$ cat config.mk
export PLATFORM = sky130hd
export DESIGN_NAME = mux_arb_reg
export DESIGN_NICKNAME = d
export VERILOG_FILES = /design/src/rtl/mux_arb_pkg.sv /design/src/rtl/mux_arb_reg_rr_arbiter.sv /design/src/rtl/mux_arb_reg.sv
export SDC_FILE = /design/constraint.sdc
export NUM_CORES = 1
export LEC_CHECK = 0
export CAP_MARGIN = 20
export CORE_AREA = 2 2 131 133
export DETAILED_ROUTE_END_ITERATION = 6
export DIE_AREA = 0 0 133 135
export PLACE_DENSITY = 0.68
export SLEW_MARGIN = 5
export SYNTH_ARGS = -nofsm -noshare
export SYNTH_HDL_FRONTEND = slang
export SYNTH_HIERARCHICAL = 1
export SYNTH_SLANG_ARGS = --single-unit
$ cat constraint.sdc
create_clock -name clk -period 7 [get_ports clk]
set_clock_uncertainty 0.2 [all_clocks]
set_input_delay 1.4 -clock clk [delete_from_list [all_inputs] [get_ports clk]]
set_output_delay 1.4 -clock clk [all_outputs]
set_load 0.01 [all_outputs]
$ cat src/rtl/mux_arb_pkg.sv
// Shared constants for the registered N:1 selector/arbiter.
package mux_arb_pkg;

  // Selection mode driven on the mux_arb_reg mode input.
  typedef enum logic {
    MODE_FIXED = 1'b0,
    MODE_RR    = 1'b1
  } mode_e;

  // Per-channel grant counter geometry (MUX_ARB_GRANT_CNT_EN builds only).
  localparam int unsigned CNT_W   = 16;
  localparam logic [CNT_W-1:0] CNT_MAX = 16'hFFFF;

endpackage

$ cat src/rtl/mux_arb_reg_rr_arbiter.sv
// Combinational round-robin arbiter: the search starts one past ptr and wraps
// modulo NUM_IN; the first requesting channel wins.
module rr_arbiter #(
  parameter  int unsigned NUM_IN = 4,
  localparam int unsigned SEL_W  = $clog2(NUM_IN)
) (
  input  logic [NUM_IN-1:0] req,
  input  logic [SEL_W-1:0]  ptr,
  output logic [NUM_IN-1:0] gnt,
  output logic [SEL_W-1:0]  gnt_idx,
  output logic              any_gnt
);

  // Rotating priority search; both loops are constant-bounded so every index
  // is a static select after unrolling.
  always_comb begin
    gnt     = '0;
    gnt_idx = '0;
    any_gnt = 1'b0;
    for (int unsigned k = 1; k <= NUM_IN; k++) begin
      for (int unsigned i = 0; i < NUM_IN; i++) begin
        if (!any_gnt && req[i] && (i == ((32'(ptr) + k) % NUM_IN))) begin
          any_gnt = 1'b1;
          gnt[i]  = 1'b1;
          gnt_idx = SEL_W'(i);
        end
      end
    end
  end

endmodule

$ cat src/rtl/mux_arb_reg.sv
// Parametrised NUM_IN:1, WIDTH-bit registered selector with valid/ready
// handshakes. Fixed-select or round-robin arbitration feeds a one-entry
// output register stage.
// Optional: define MUX_ARB_GRANT_CNT_EN to add the grant_cnt output with one
// saturating 16-bit transfer counter per channel.
module mux_arb_reg
  import mux_arb_pkg::*;
#(
  parameter  int unsigned WIDTH  = 64,
  parameter  int unsigned NUM_IN = 4,
  localparam int unsigned SEL_W  = $clog2(NUM_IN)
) (
  input  logic                    clk,
  input  logic                    reset_n,
  input  logic                    mode,
  input  logic [SEL_W-1:0]        sel,
  input  logic [NUM_IN*WIDTH-1:0] in_data,
  input  logic [NUM_IN-1:0]       in_valid,
  output logic [NUM_IN-1:0]       in_ready,
  output logic [WIDTH-1:0]        out_data,
  output logic [SEL_W-1:0]        out_src,
  output logic                    out_valid,
  input  logic                    out_ready
`ifdef MUX_ARB_GRANT_CNT_EN
  ,
  output logic [NUM_IN*CNT_W-1:0] grant_cnt
`endif
);

  logic              mode_rr;
  logic              load;
  logic              sel_ok;
  logic [NUM_IN-1:0] fix_gnt;
  logic [NUM_IN-1:0] rr_gnt;
  logic [SEL_W-1:0]  rr_idx;
  logic              rr_any;
  logic [SEL_W-1:0]  rr_ptr;
  logic              xfer;
  logic [SEL_W-1:0]  xfer_idx;
  logic [WIDTH-1:0]  xfer_data;

  assign mode_rr = (mode == MODE_RR);
  assign load    = !out_valid || out_ready;

  rr_arbiter #(
    .NUM_IN (NUM_IN)
  ) u_rr_arbiter (
    .req     (in_valid),
    .ptr     (rr_ptr),
    .gnt     (rr_gnt),
    .gnt_idx (rr_idx),
    .any_gnt (rr_any)
  );

  // Fixed-mode one-hot decode of sel; an out-of-range sel selects nothing.
  always_comb begin
    sel_ok  = (32'(sel) < NUM_IN);
    fix_gnt = '0;
    for (int unsigned i = 0; i < NUM_IN; i++) begin
      fix_gnt[i] = sel_ok && (32'(sel) == i);
    end
  end

  // Per-channel ready: only the chosen channel, only when the output stage
  // can load, and never while reset is asserted.
  always_comb begin
    in_ready = '0;
    if (reset_n && load) begin
      if (mode_rr) begin
        in_ready = rr_any ? rr_gnt : '0;
      end else begin
        in_ready = fix_gnt;
      end
    end
  end

  // Transfer detection and selected-channel data mux.
  always_comb begin
    xfer      = |(in_valid & in_ready);
    xfer_idx  = mode_rr ? rr_idx : sel;
    xfer_data = '0;
    for (int unsigned i = 0; i < NUM_IN; i++) begin
      if (32'(xfer_idx) == i) begin
        xfer_data = in_data[i*WIDTH +: WIDTH];
      end
    end
  end

  // One-entry output stage: loads on a transfer, empties when drained with
  // nothing new, holds everything under backpressure.
  always_ff @(posedge clk or negedge reset_n) begin
    if (!reset_n) begin
      out_valid <= 1'b0;
      out_data  <= '0;
      out_src   <= '0;
    end else if (load) begin
      out_valid <= xfer;
      if (xfer) begin
        out_data <= xfer_data;
        out_src  <= xfer_idx;
      end
    end
  end

  // Round-robin pointer: moves to the winner only on an RR-mode transfer.
  always_ff @(posedge clk or negedge reset_n) begin
    if (!reset_n) begin
      rr_ptr <= SEL_W'(NUM_IN - 1);
    end else if (mode_rr && xfer) begin
      rr_ptr <= rr_idx;
    end
  end

`ifdef MUX_ARB_GRANT_CNT_EN
  logic [CNT_W-1:0] cnt [NUM_IN];

  // Saturating per-channel transfer counters, counted in either mode.
  always_ff @(posedge clk or negedge reset_n) begin
    if (!reset_n) begin
      for (int unsigned i = 0; i < NUM_IN; i++) begin
        cnt[i] <= '0;
      end
    end else begin
      for (int unsigned i = 0; i < NUM_IN; i++) begin
        if (in_valid[i] && in_ready[i] && (cnt[i] != CNT_MAX)) begin
          cnt[i] <= cnt[i] + 1'b1;
        end
      end
    end
  end

  // Pack counters onto the flat output port.
  always_comb begin
    grant_cnt = '0;
    for (int unsigned i = 0; i < NUM_IN; i++) begin
      grant_cnt[i*CNT_W +: CNT_W] = cnt[i];
    end
  end
`endif

endmodule

==> results.md <==
* Post-cts repair resize count at 0
* Max Slew Vio Count at 0
* Power per Cell Area at 306 nW/um2
* Seq. cell area at 1730 um2
* Number of I/O pins at 337
* Post-DR vias/cell at 4.85
* Class of the worst hold path: reg -> reg
* Slowest cell delay on critical path at 530 ps
* Antenna cells at 0
* Area share of the largest cell type after synthesis at 37.7%
* Switching power of the nets at 0.000768 W
* Syn Std Cell Area at 4450 um2
* Area of the multi-input gates at 2580 um2
* Final Critical Period at 5020 ps
* CTS Sinks at 69
* Final setup vio count at 0
* Depth of the CTS H-tree at 3
* Fillers at 1350
* Root Buffer: sky130_fd_sc_hd__clkbuf_16
* Pin slew with the least headroom to its limit at 558 ps
* Violation count after the first detailed-route iteration at 242
* Critical Path RT at 5400 ps
* Final weighted congestion of routability-driven global placement at 0.900
* Unique masters post-synth at 33
* Count of maximum capacitance violations at 0
* Synth cell count leaders: sky130_fd_sc_hd__dfrtp_1, sky130_fd_sc_hd__mux4_2, sky130_fd_sc_hd__mux2_2
* FP Rows at 47
* Met3 demand-to-capacity share in global routing at 5.41%
* Number of antenna violations at the first check in global routing at 0
* Post-cts hold buffer count at 0
* Reg-to-reg slack, setup at 3520 ps
* Vertical die dimension at 135 um
* Core region area at 16400 um2
* Cells traversed along the worst timing path: clkdlybuf4s50_1 > nor2_1 > nand2_1 > and2_1 > a22oi_1 > nor2_1 > clkdlybuf4s50_1
* Number of post-CTS setup repair buffers at 0
* Maximum buffer depth of the clock tree at 2
* Gr ovfl total at 0
* Total power at 0.00256 W
* Power Internal at 0.00179 W
* Number of nets still failing antenna checks after routing at 0
* Most utilized layer in the global route result: met2
* HPWL reported at the end of detailed placement at 13000 um
* Number of register bits inferred by synthesis at 69
* Critical Setup Path Class: in -> out
* DIE AREA at 18000 um2
* Met1 Use GR at 18.5%
* Total number of yosys warnings at 6
* Pin count of the biggest net entering global routing at 56
* Clock network fraction of design power at 20.4%
* Synth area leaders: sky130_fd_sc_hd__dfrtp_1, sky130_fd_sc_hd__mux4_2, sky130_fd_sc_hd__mux2_2, sky130_fd_sc_hd__mux2_1, sky130_fd_sc_hd__buf_4
* Maximum fanout along the worst path at 9
* Cell type with the highest aggregate area in the netlist: sky130_fd_sc_hd__dfrtp_1
* GRT met2 Usage at 33.3%
* Clock latency at the later pin of the worst-skew pair at 340 ps
* Arrival time at the worst endpoint at 3420 ps
* Cell with the biggest individual delay on the critical path: sky130_fd_sc_hd__clkdlybuf4s50_1
* DRC viols at 0
* DRT Wirelength at 15900 um
* Standby leakage power at 3.17 nW
* Fmax at 0.199 GHz
* Synth-to-layout area growth at 88.0%
* Number of hold violations in the final report at 0
* Startpoint kind of the worst setup timing path: primary input
* First drt pass iteration count at 5
* EDFF count, synth at 0
* Least setup slack across all paths after layout at 1980 ps
* Critical path endpoint category: output pin
* Portion of total power attributed to combinational logic at 51.5%
* Run status: finished, final reports clean
* Starting Density at 27.1%
* TritonCTS clock tree: yes
* Worst path top cell family by delay: buffers and inverters
* First-pass GRT wire length at 24600 um
* Part of the Yosys area used for sequential elements at 38.9%
* Synthesized netlist cell count at 282
* FFs w/ async S/R, synth at 100%
* Dominant cell by count in the synthesized netlist: sky130_fd_sc_hd__dfrtp_1
* Routed via count at 4057
* Number of nets in the layout at 878
* Sequential group share of total power at 28.1%
* Total CTS buffers at 9
* Relative slew margins at 62.8%
* Most instantiated flip-flop cell in the synthesis netlist: sky130_fd_sc_hd__dfrtp_1
* Clock transition time at the flip-flop clock pins of the worst setup and hold paths at 60 ps
* Routed wire per std cell at 19.1 um
* Setup TNS at 0 ps
* Setup repair after global routing missed its margin: no
* Syn_nets at 548
* Avg Cell Area, Syn at 15.8 um2
* Fraction of layout instances using a drive strength above 1 at 24.3%
* Port buffer count at 336
* Chip width at 133 um
* Worst setup timing slack at the placement stage at 1820 ps
* Via count of the first global-routing pass at 4553
* Buffers and inverters on the worst path at 2
* Final period utilization at 71.7%
* Peak ir drop on the vdd network at 0.108 mV
* Switching power as a share of total power at 30.0%
* Total global routing track utilization at 18.0%
[placed cells by master (no fill, tap or decap), types with 2 or more instances in the layout]
master                              n
sky130_fd_sc_hd__clkdlybuf4s50_1  335
sky130_fd_sc_hd__nor2_1            11
sky130_fd_sc_hd__mux2_2            55
sky130_fd_sc_hd__nor3_1             2
sky130_fd_sc_hd__nand2_1            5
sky130_fd_sc_hd__dfstp_2            2
sky130_fd_sc_hd__clkbuf_16          9
sky130_fd_sc_hd__mux2_1            12
sky130_fd_sc_hd__and3_1             3
sky130_fd_sc_hd__bufinv_16          3
sky130_fd_sc_hd__o221a_2            2
sky130_fd_sc_hd__inv_1              3
sky130_fd_sc_hd__a21oi_1            4
sky130_fd_sc_hd__dfrtp_1           67
sky130_fd_sc_hd__nand2b_1           4
sky130_fd_sc_hd__a22oi_1            2
sky130_fd_sc_hd__nor2b_1            3
sky130_fd_sc_hd__mux4_2            64
sky130_fd_sc_hd__and2_1             3
sky130_fd_sc_hd__a32o_1             3
sky130_fd_sc_hd__buf_4              7
[worst register-to-register path, cell delays in order, from the launching register on]
cell                       delay [ps]
sky130_fd_sc_hd__dfstp_2          580
sky130_fd_sc_hd__and2b_4          230
sky130_fd_sc_hd__a221oi_1         360
sky130_fd_sc_hd__nand2_1          150
sky130_fd_sc_hd__nand2_4          400
sky130_fd_sc_hd__buf_16           300
sky130_fd_sc_hd__buf_4            340
sky130_fd_sc_hd__mux4_2           530
sky130_fd_sc_hd__mux2_1           290
[sequential cells by signal (all words and copies together), names as in the netlist]
| name | cells |
|---|---|
| out_data | 64 |
| out_src | 2 |
| rr_ptr | 2 |
| out_valid | 1 |
[final cells by class]
type / count / share of cell area [%]
clock inverter: 6 / 1.33
clock buffer: 10 / 2.74
sequential: 69 / 20.7
timing repair buffer: 343 / 41.0
inverter: 3 / 0.135
multi-input combinational: 186 / 30.8
tap: 220 / 3.29
[power by group through the flow]
stage	combinational, W	sequential (W)	clock (W)
floorplan	0.000559	0.000802	0
global placement	0.00131	0.000714	0
detailed placement	0.00133	0.000724	0
CTS	0.00133	0.000723	0.000537
global route	0.00141	0.000748	0.000554
finish	0.00132	0.000720	0.000523
[cells by family (layout without fill, tap and decap cells)]
group                  Yosys count  in the layout  share of synthesized area, %
flip-flops                      69             69                          38.9
AO/OA/AOI/OAI                   19             19                          3.80
multiplexers                   133            133                          49.8
AND/OR/NAND/NOR                 34             34                          3.85
buffers and inverters           27            362                          3.71
[per-layer routing]
metal | vias up | part of all wire [%] | wire (um)
li1 | 1804 | - | -
met3 | 44 | 8.4 | 1340
met5 | - | 0 | 0
met1 | 1969 | 34 | 5350
met2 | 240 | 55 | 8690
met4 | 0 | 3.6 | 567
[per-stage QoR]
step | area (um2) | utilization [%] | hold slack, ps | cells
after floorplan | 4450 | - | 334 | 282
after CTS | 8340 | 50.8 | 297 | 836
after global placement | 8000 | 48.7 | 276 | 820
after global routing | 8370 | 51.0 | 312 | 837
final | 8370 | 51.0 | 289 | 837
after detailed placement | 8000 | 48.7 | 284 | 820
[final timing paths]
check                                              start                       end  cells past startpoint
worst max-delay path                         in_valid[3]               in_ready[3]                      7
min in group asynchronous                        reset_n  out_data[35]$_DFFE_PN0P_                      1
max in group asynchronous                        reset_n   out_data[9]$_DFFE_PN0P_                      2
worst max register to register     rr_ptr[0]$_DFFE_PN1P_  out_data[10]$_DFFE_PN0P_                      8
worst min-delay path            out_data[10]$_DFFE_PN0P_  out_data[10]$_DFFE_PN0P_                      1
worst min register to register  out_data[10]$_DFFE_PN0P_  out_data[10]$_DFFE_PN0P_                      1
(Power assumes the default switching activity.)
